--- config.mk ---
export PLATFORM = sky130hd
export DESIGN_NAME = systolic_ctrl
export DESIGN_NICKNAME = d
export VERILOG_FILES = /design/src/rtl/systolic_ctrl.sv
export SDC_FILE = /design/constraint.sdc
export NUM_CORES = 1
export LEC_CHECK = 0
export BUFFER_PORTS_ARGS = -buffer_cell sky130_fd_sc_hd__buf_2
export CAP_MARGIN = 20
export CORE_MARGIN = 2
export CORE_UTILIZATION = 45
export CTS_CLUSTER_SIZE = 16
export DETAILED_ROUTE_END_ITERATION = 16
export PLACE_DENSITY = 0.76
export SLEW_MARGIN = 20
export SYNTH_ARGS = -nofsm -noshare
export SYNTH_HDL_FRONTEND = slang
export SYNTH_SLANG_ARGS = --single-unit
--- constraint.sdc ---
create_clock -name clk -period 2.75 [get_ports clk]
set_clock_uncertainty 0.05 [all_clocks]
set_input_delay 0.275 -clock clk [delete_from_list [all_inputs] [get_ports clk]]
set_output_delay 0.275 -clock clk [all_outputs]
set_load 0.01 [all_outputs]
--- src/rtl/systolic_ctrl.sv ---
// Sequencer for an N x N systolic MAC grid: clears the accumulators, drives the
// skewed operand feed (per-lane enables and indices) and hands result rows out.

module systolic_ctrl_lane #(
  parameter int KW   = 5,
  parameter int TW   = 6,
  parameter int LANE = 0
) (
  input  logic          feed_i,
  input  logic [TW-1:0] t_i,
  input  logic [KW-1:0] kq_i,
  output logic          en_o,
  output logic [KW-1:0] idx_o
);
  localparam logic [TW:0] LO = (TW+1)'(LANE);

  logic [TW:0] off;

  // t < LANE wraps to a huge offset, so one compare covers both window edges.
  assign off   = {1'b0, t_i} - LO;
  assign en_o  = feed_i && (off < (TW+1)'(kq_i));
  assign idx_o = en_o ? off[KW-1:0] : '0;
endmodule

module systolic_ctrl #(
  parameter  int N    = 4,
  parameter  int KMAX = 16,
  parameter  int KW   = 5,
  parameter  int TW   = 6,
  localparam int RW   = (N > 1) ? $clog2(N) : 1
) (
  input  logic            clk,
  input  logic            reset,
  input  logic            start,
  input  logic [KW-1:0]   k_len,
  output logic            busy,
  output logic            arr_clr,
  output logic [TW-1:0]   feed_t,
  output logic [N-1:0]    row_en,
  output logic [N-1:0]    col_en,
  output logic [N*KW-1:0] a_idx,
  output logic [N*KW-1:0] b_idx,
  output logic            res_valid,
  input  logic            res_ready,
  output logic [RW-1:0]   res_row,
  output logic            done
);
  typedef enum logic [2:0] {
    S_IDLE,
    S_CLEAR,
    S_FEED,
    S_READ,
    S_DONE
  } state_t;

  localparam logic [KW-1:0] KMAX_K = KW'(KMAX);
  localparam logic [TW-1:0] SKEW   = TW'(2*N-3);
  localparam logic [RW-1:0] LAST_R = RW'(N-1);

  state_t        state_q, state_d;
  logic [KW-1:0] kq_q, kq_d;
  logic [TW-1:0] t_q, t_d;
  logic [RW-1:0] r_q, r_d;
  logic          clr_q, clr_d;

  logic [TW-1:0] t_last;
  logic          feed_act;
  logic [N-1:0]  lane_en;
  logic [N*KW-1:0] lane_idx;

  assign t_last   = TW'(kq_q) + SKEW;
  assign feed_act = (state_q == S_FEED);

  always_ff @(posedge clk or posedge reset) begin
    if (reset) begin
      state_q <= S_IDLE;
      kq_q    <= '0;
      t_q     <= '0;
      r_q     <= '0;
      clr_q   <= 1'b0;
    end else begin
      state_q <= state_d;
      kq_q    <= kq_d;
      t_q     <= t_d;
      r_q     <= r_d;
      clr_q   <= clr_d;
    end
  end

  always_comb begin
    state_d = state_q;
    kq_d    = kq_q;
    t_d     = t_q;
    r_d     = r_q;
    clr_d   = 1'b0;
    case (state_q)
      S_IDLE: begin
        if (start) begin
          // Out-of-range K is clamped so the step counter can never wrap.
          kq_d    = (k_len > KMAX_K) ? KMAX_K : k_len;
          clr_d   = 1'b1;
          state_d = S_CLEAR;
        end
      end
      S_CLEAR: begin
        t_d     = '0;
        r_d     = '0;
        state_d = (kq_q == '0) ? S_READ : S_FEED;
      end
      S_FEED: begin
        if (t_q == t_last) begin
          t_d     = '0;
          r_d     = '0;
          state_d = S_READ;
        end else begin
          t_d = t_q + 1'b1;
        end
      end
      S_READ: begin
        if (res_ready) begin
          if (r_q == LAST_R) begin
            r_d     = '0;
            state_d = S_DONE;
          end else begin
            r_d = r_q + 1'b1;
          end
        end
      end
      S_DONE:  state_d = S_IDLE;
      default: state_d = S_IDLE;
    endcase
  end

  // Row and column lanes share the same skew rule, so one lane array serves both.
  for (genvar i = 0; i < N; i++) begin : g_lane
    systolic_ctrl_lane #(.KW(KW), .TW(TW), .LANE(i)) u_lane (
      .feed_i (feed_act),
      .t_i    (t_q),
      .kq_i   (kq_q),
      .en_o   (lane_en[i]),
      .idx_o  (lane_idx[i*KW +: KW])
    );
  end

  assign busy      = (state_q != S_IDLE);
  assign arr_clr   = clr_q;
  assign feed_t    = feed_act ? t_q : '0;
  assign row_en    = lane_en;
  assign col_en    = lane_en;
  assign a_idx     = lane_idx;
  assign b_idx     = lane_idx;
  assign res_valid = (state_q == S_READ);
  assign res_row   = (state_q == S_READ) ? r_q : '0;
  assign done      = (state_q == S_DONE);
endmodule
-- After elaboration in Yosys (flattened, before gate mapping)
Index checks and enable logic that the tools add are counted.
- register bits: 17
- bits of input ports: 9
- output and inout bits: 60
- word-level logic and storage cells: 59
- add/subtract/negate cells: 6
- $lt $le $gt $ge: 5
- equal/unequal tests: 10
- muxes and demuxes: 21
- reduce and logical (&&, ||, !) cells: 12
- operators with widths (cell ; number):
    5-bit 2-to-1 mux ; 5
    7-bit by 5-bit < comparator with 1-bit output ; 3
    6-bit by 2-bit subtractor with 7-bit output, second input constant ; 2
    3-bit 2-to-1 mux ; 4
    6-bit 2-to-1 mux ; 2
    3-bit one-hot mux with 4 select lines ; 1
    6-bit one-hot mux with 2 select lines ; 1
    2-bit 2-to-1 mux ; 4
    6-bit by 1-bit subtractor with 7-bit output, second input constant ; 1
    5-bit by 3-bit adder with 6-bit output, second input constant ; 1
    6-bit by 1-bit adder with 6-bit output, second input constant ; 1
    3-bit by 2-bit equality test with 1-bit output, second input constant ; 2
    6-bit equality test ; 1
    6-bit by 5-bit < comparator with 1-bit output ; 1
    2-bit by 1-bit inequality test with 1-bit output, second input constant ; 3
    2-bit one-hot mux with 3 select lines ; 1
    3-bit nonzero test ; 2
    5-bit > comparator, second input constant ; 1
    5-bit zero test ; 1
    1-bit logical AND ; 4
    4-bit AND reduction ; 1
    3-bit by 1-bit equality test with 1-bit output, second input constant ; 1
    3-bit equality test, second input constant ; 1
    3-bit zero test ; 1
    other kinds (7) ; 9

-- Depth between registers and ports, before layout
- word-level depth: 4
- mapped depth: 12
- mapped depth without buffers: 10

-- Hierarchy
Synthesis repeated with hierarchy kept, for this count alone.
- cell total of the unflattened synthesis: 279
- area, all modules: 2203.4 µm²
- modules (own cells, without submodules) (module ; times used ; cells each ; area each (µm²) ; sequential area each (µm²)):
    systolic_ctrl ; 1 ; 147 ; 1265.0 ; 425.4
    systolic_ctrl_lane (g_lane[1].u_lane) ; 1 ; 39 ; 251.5 ; 0.0
    systolic_ctrl_lane (g_lane[3].u_lane) ; 1 ; 33 ; 250.2 ; 0.0
    systolic_ctrl_lane (g_lane[2].u_lane) ; 1 ; 33 ; 241.5 ; 0.0
    systolic_ctrl_lane (g_lane[0].u_lane) ; 1 ; 27 ; 195.2 ; 0.0

-- Worst setup path before layout
Ideal clock, no wire load.
- path kind: register to output
- start point: register t_q[0]
- end point: output port b_idx[17]
- data arrival time: 2.601 ns
- required time: 2.425 ns
- slack: -0.176 ns
- cell stages (with the launch flop): 12
- buffers on the path: 2
- path through: dfrtp_1 -> clkbuf_1 -> inv_1 -> ha_1 -> ha_1 -> nor2b_1 -> o21a_1 -> o21a_1 -> o21ai_0 -> nand3_1 -> nor3_1 -> buf_4
- word-level cells in the longest chain between the ends: 4
- ends and longest elaborated chain (what ; RTL line ; text):
    start: declaration ; 62 ; logic [TW-1:0] t_q, t_d;
    start signal: assignment ; 84 ; t_q <= t_d;
    6-bit by 2-bit subtractor with 7-bit output * ; 20 ; assign off = {1'b0, t_i} - LO;
    7-bit by 5-bit < comparator with 1-bit output ; 21 ; assign en_o = feed_i && (off < (TW+1)'(kq_i));
    1-bit logical AND ; 21 ;
    5-bit 2-to-1 mux * ; 22 ; assign idx_o = en_o ? off[KW-1:0] : '0;
    end: declaration ; 42 ; output logic [N*KW-1:0] b_idx,
Mark *: on every way between the ends. The rest lies on a longest branch, timed or not.

-- Worst setup path in the final report
- start point: register t_q[1]
- end point: output port a_idx[17]
- word-level cells in the longest chain between the ends: 4
- ends and longest elaborated chain (what ; RTL line ; text):
    6-bit by 2-bit subtractor with 7-bit output * ; 20 ;
    7-bit by 5-bit < comparator with 1-bit output ; 21 ;
    1-bit logical AND ; 21 ;
    5-bit 2-to-1 mux * ; 22 ;
    end: declaration ; 41 ; output logic [N*KW-1:0] a_idx,
Marked as above.

==> summary.md <==
| Metric | Value |
|---|---|
| Req. time, crit path | `2.42 ns` |
| Die width | `71.2 µm` |
| Non-filler cells, final | `348` |
| Post-detail-place hpwl | `3640 µm` |
| Max FO, Critical Path | `6` |
| Gr ovfl total | `0` |
| Drt first pass iters | `4` |
| Synth top area share | `20.9%` |
| TritonCTS Sinks | `17` |
| Worst setup path start | `t_q[1]$_DFFE_PP0P_` |
| Gp weighted congestion | `0.831` |
| P_leak | `1.34 nW` |
| Post-Syn Instances | `253` |
| Vias | `1905` |
| Period utilisation layout | `100%` |
| # DRC | `0` |
| Worst setup SP type | `flop` |
| Top cells by area, synth | `dfrtp_1 21%, ha_1 17%, buf_4 11%` |
| Worst Slack Setup Final | `-0.00641 ns` |
| Max-cap check violation count | `0` |
| Pwr Density | `1090 nW/µm²` |
| Syn avg cell area | `8.03 µm²` |
| Buffers on Ports | `68` |
| Mean routed wirelength per cell | `14.6 µm` |
| Number of global-route vias before repair | `1732` |
| Die area | `5070 µm²` |
| Slew headroom | `55.2%` |
| Min Tclk post-route | `2.76 ns` |
| Worst VDD drop | `0.645 mV` |
| Clock Path Buffers | `2` |
| CP Capture Type | `output port` |
| Synth Cell Area | `2030 µm²` |
| Max Slew Vio Count | `0` |
| Die span in y | `71.2 µm` |
| Initial Util | `46.7%` |
| First-pass GRT wire length | `8000 µm` |
| Fin area | `2470 µm²` |
| FF+latch count, synth | `17` |
| Layout cells sized above 1 | `41.6%` |
| Cell mode on critical path | `o21a_1` |
| Final hold viol count | `0` |
| Sw Ratio | `49.4%` |
| Register area share after synthesis | `20.9%` |
| Iter 0 DRT Violations | `67` |
| Nets | `333` |
| Buf+Inv Stages, Crit Path | `2` |
| Critical path class | `reg2out` |
| Clock slew at reported path FFs | `0.07 ns` |
| Worst r2r src | `kq_q[0]$_DFFE_PP0P_` |
| Setup TNS | `-0.0128 ns` |
| Psw | `0.00133 W` |
| P_int | `0.00136 W` |
| Area leader, netlist | `dfrtp_1` |
| Most frequent cells in the layout | `68 x buf_2, 22 x ha_1, 16 x nor2_1, 16 x dfrtp_1` |
| Post-DRT Antenna Nets | `0` |
| Io pins | `69` |
| P&R area growth vs syn | `21.8%` |
| Final setup vio count | `2` |
| Area after DPL | `2230 µm²` |
| # diodes | `0` |
| Status | `finished, violations left` |
| Commonest non-fill, non-tap cell in the layout | `buf_2` |
| Worst Tran Pin Value | `0.671 ns` |
| RSZ-0062 raised after global routing | `true` |
| CTS tree | `done` |
| Pin count of the biggest net entering global routing | `18` |
| Syn Nets | `289` |
| Type of the most critical hold path | `in2async` |
| CP delay by family, top | `adder cells` |
| Slowest-stage cell, CP | `dfrtp_1` |
| Initial antenna violation count | `0` |
| Global Route Usage Sum | `19.4%` |
| Flop pwr share | `15.8%` |
| Num CTS Buffers | `3` |
| Vias per std cell | `5.47` |
| Worst-Skew Late Latency | `0.25 ns` |
| Critical path data arrival time | `2.43 ns` |
| Synth unique cells | `42` |
| Placed cell count | `340` |
| Area of the core | `4350 µm²` |
| Comb power frac | `77.2%` |
| Fmax | `363 MHz` |
| Max incr delay on CP | `0.40 ns` |
| H-Tree Depth | `1` |
| Clk pwr share | `7.0%` |
| Root Buffer | `clkbuf_8` |
| Failing checks | `setup timing` |
| Crit path cell chain | `inv_2 > ha_4 > ha_1 > nor2b_1 > o21a_1 > o21a_1 > o21ai_2 > nand3_4 > nor3_2 > buf_2` |
| Row cnt | `24` |
| Routed WL | `5100 µm` |
| Yosys synthesis warning count | `0` |
==> final timing paths <==
path	end	slack, ns	depth (start not counted)
setup / recovery	a_idx[17]	-0.006	10
hold / removal	state_q[2]$_DFFE_PP0P_	0.06	2
setup reg to reg	r_q[1]$_DFFE_PP0P_	0.37	7
hold reg to reg	r_q[1]$_DFFE_PP0P_	0.48	1
max in group asynchronous	t_q[3]$_DFFE_PP0P_	2.13	2
min in group clk	kq_q[2]$_DFFE_PP0P_	0.21	3
==> state kept, by name, indices dropped and copies added (netlist names) <==
name / cells
t_q: 6
kq_q: 5
state_q: 3
r_q: 2
arr_clr: 1
==> synth_stat cells, drive strengths merged <==
cell,count
and3b,1
or3b,1
a21boi,1
a221oi,1
xnor2,7
inv,15
a211oi,4
or2,1
o21a,7
and3,4
nor2,21
nand3b,5
clkbuf,9
a31oi,1
xor2,9
a221o,2
dfrtp,17
a21oi,3
nand2b,3
clkinv,1
ha,27
and2,11
o21ai,15
a2111oi,1
or3,5
nor4,2
a22o,1
a31o,1
nor3,12
nand3,5
nor3b,2
a32o,1
buf,32
nand4,2
nand2,13
a21o,2
nor2b,8
==> cells by family (layout without fill, tap and decap cells) <==
group	Yosys count	count (layout)	synth area share, %
simple gates	96	96	25.1
buf+inv	57	100	16.4
compound gates	40	40	14.0
fa+ha+maj	27	27	16.6
flops	17	17	20.9
xor+xnor	16	16	6.90
==> area by class of cell <==
type                            instances  area, µm²
Sequential cell                        17        427
Multi-Input combinational cell        179       1440
Fill cell                             411       1880
Inverter                               16       62.6
Tap cell                               52       65.1
Timing Repair Buffer                   80        434
Clock buffer                            4       45.0
==> per-stage QoR <==
| step | setup WS [ns] | hold slack (ns) | total power [W] | utilization [%] |
|---|---|---|---|---|
| floorplan | 0.0146 | 0.151 | 0.00175 | - |
| finish | -0.00641 | 0.0586 | 0.00270 | 56.8 |
| CTS | 0.00192 | 0.0837 | 0.00239 | 53.2 |
| detailed placement | 0.00302 | 0.358 | 0.00212 | 51.2 |
| global route | -0.139 | 0.141 | 0.00294 | 56.8 |
| global placement | 0.0275 | 0.351 | 0.00207 | 51.2 |
==> layer usage <==
layer	share of wire (%)	vias to the layer above	GRT usage (%)
met3	5.9	6	2.99
met2	51	74	33.7
li1	-	924	-
met4	1.0	0	3.77
met1	42	901	25.6
met5	0	-	0
==> repair_timing <==
action	in CTS	in global routing
setup endpoints to repair	24	44
hold buffers	0	0
gates cloned	0	0
buffers inserted	1	3
pin swaps	1	10
gates resized for setup	13	32
endpoints found under the hold margin	0	0
==> power by group through the flow <==
stage          clock, W  combinational [W]  sequential, W
4_1_cts        0.000191            0.00178       0.000424
3_3_place_gp          0            0.00164       0.000423
2_1_floorplan         0            0.00135       0.000395
6_report       0.000189            0.00208       0.000426
3_5_place_dp          0            0.00169       0.000427
5_1_grt        0.000204            0.00229       0.000442
(Power assumes the default switching activity.)
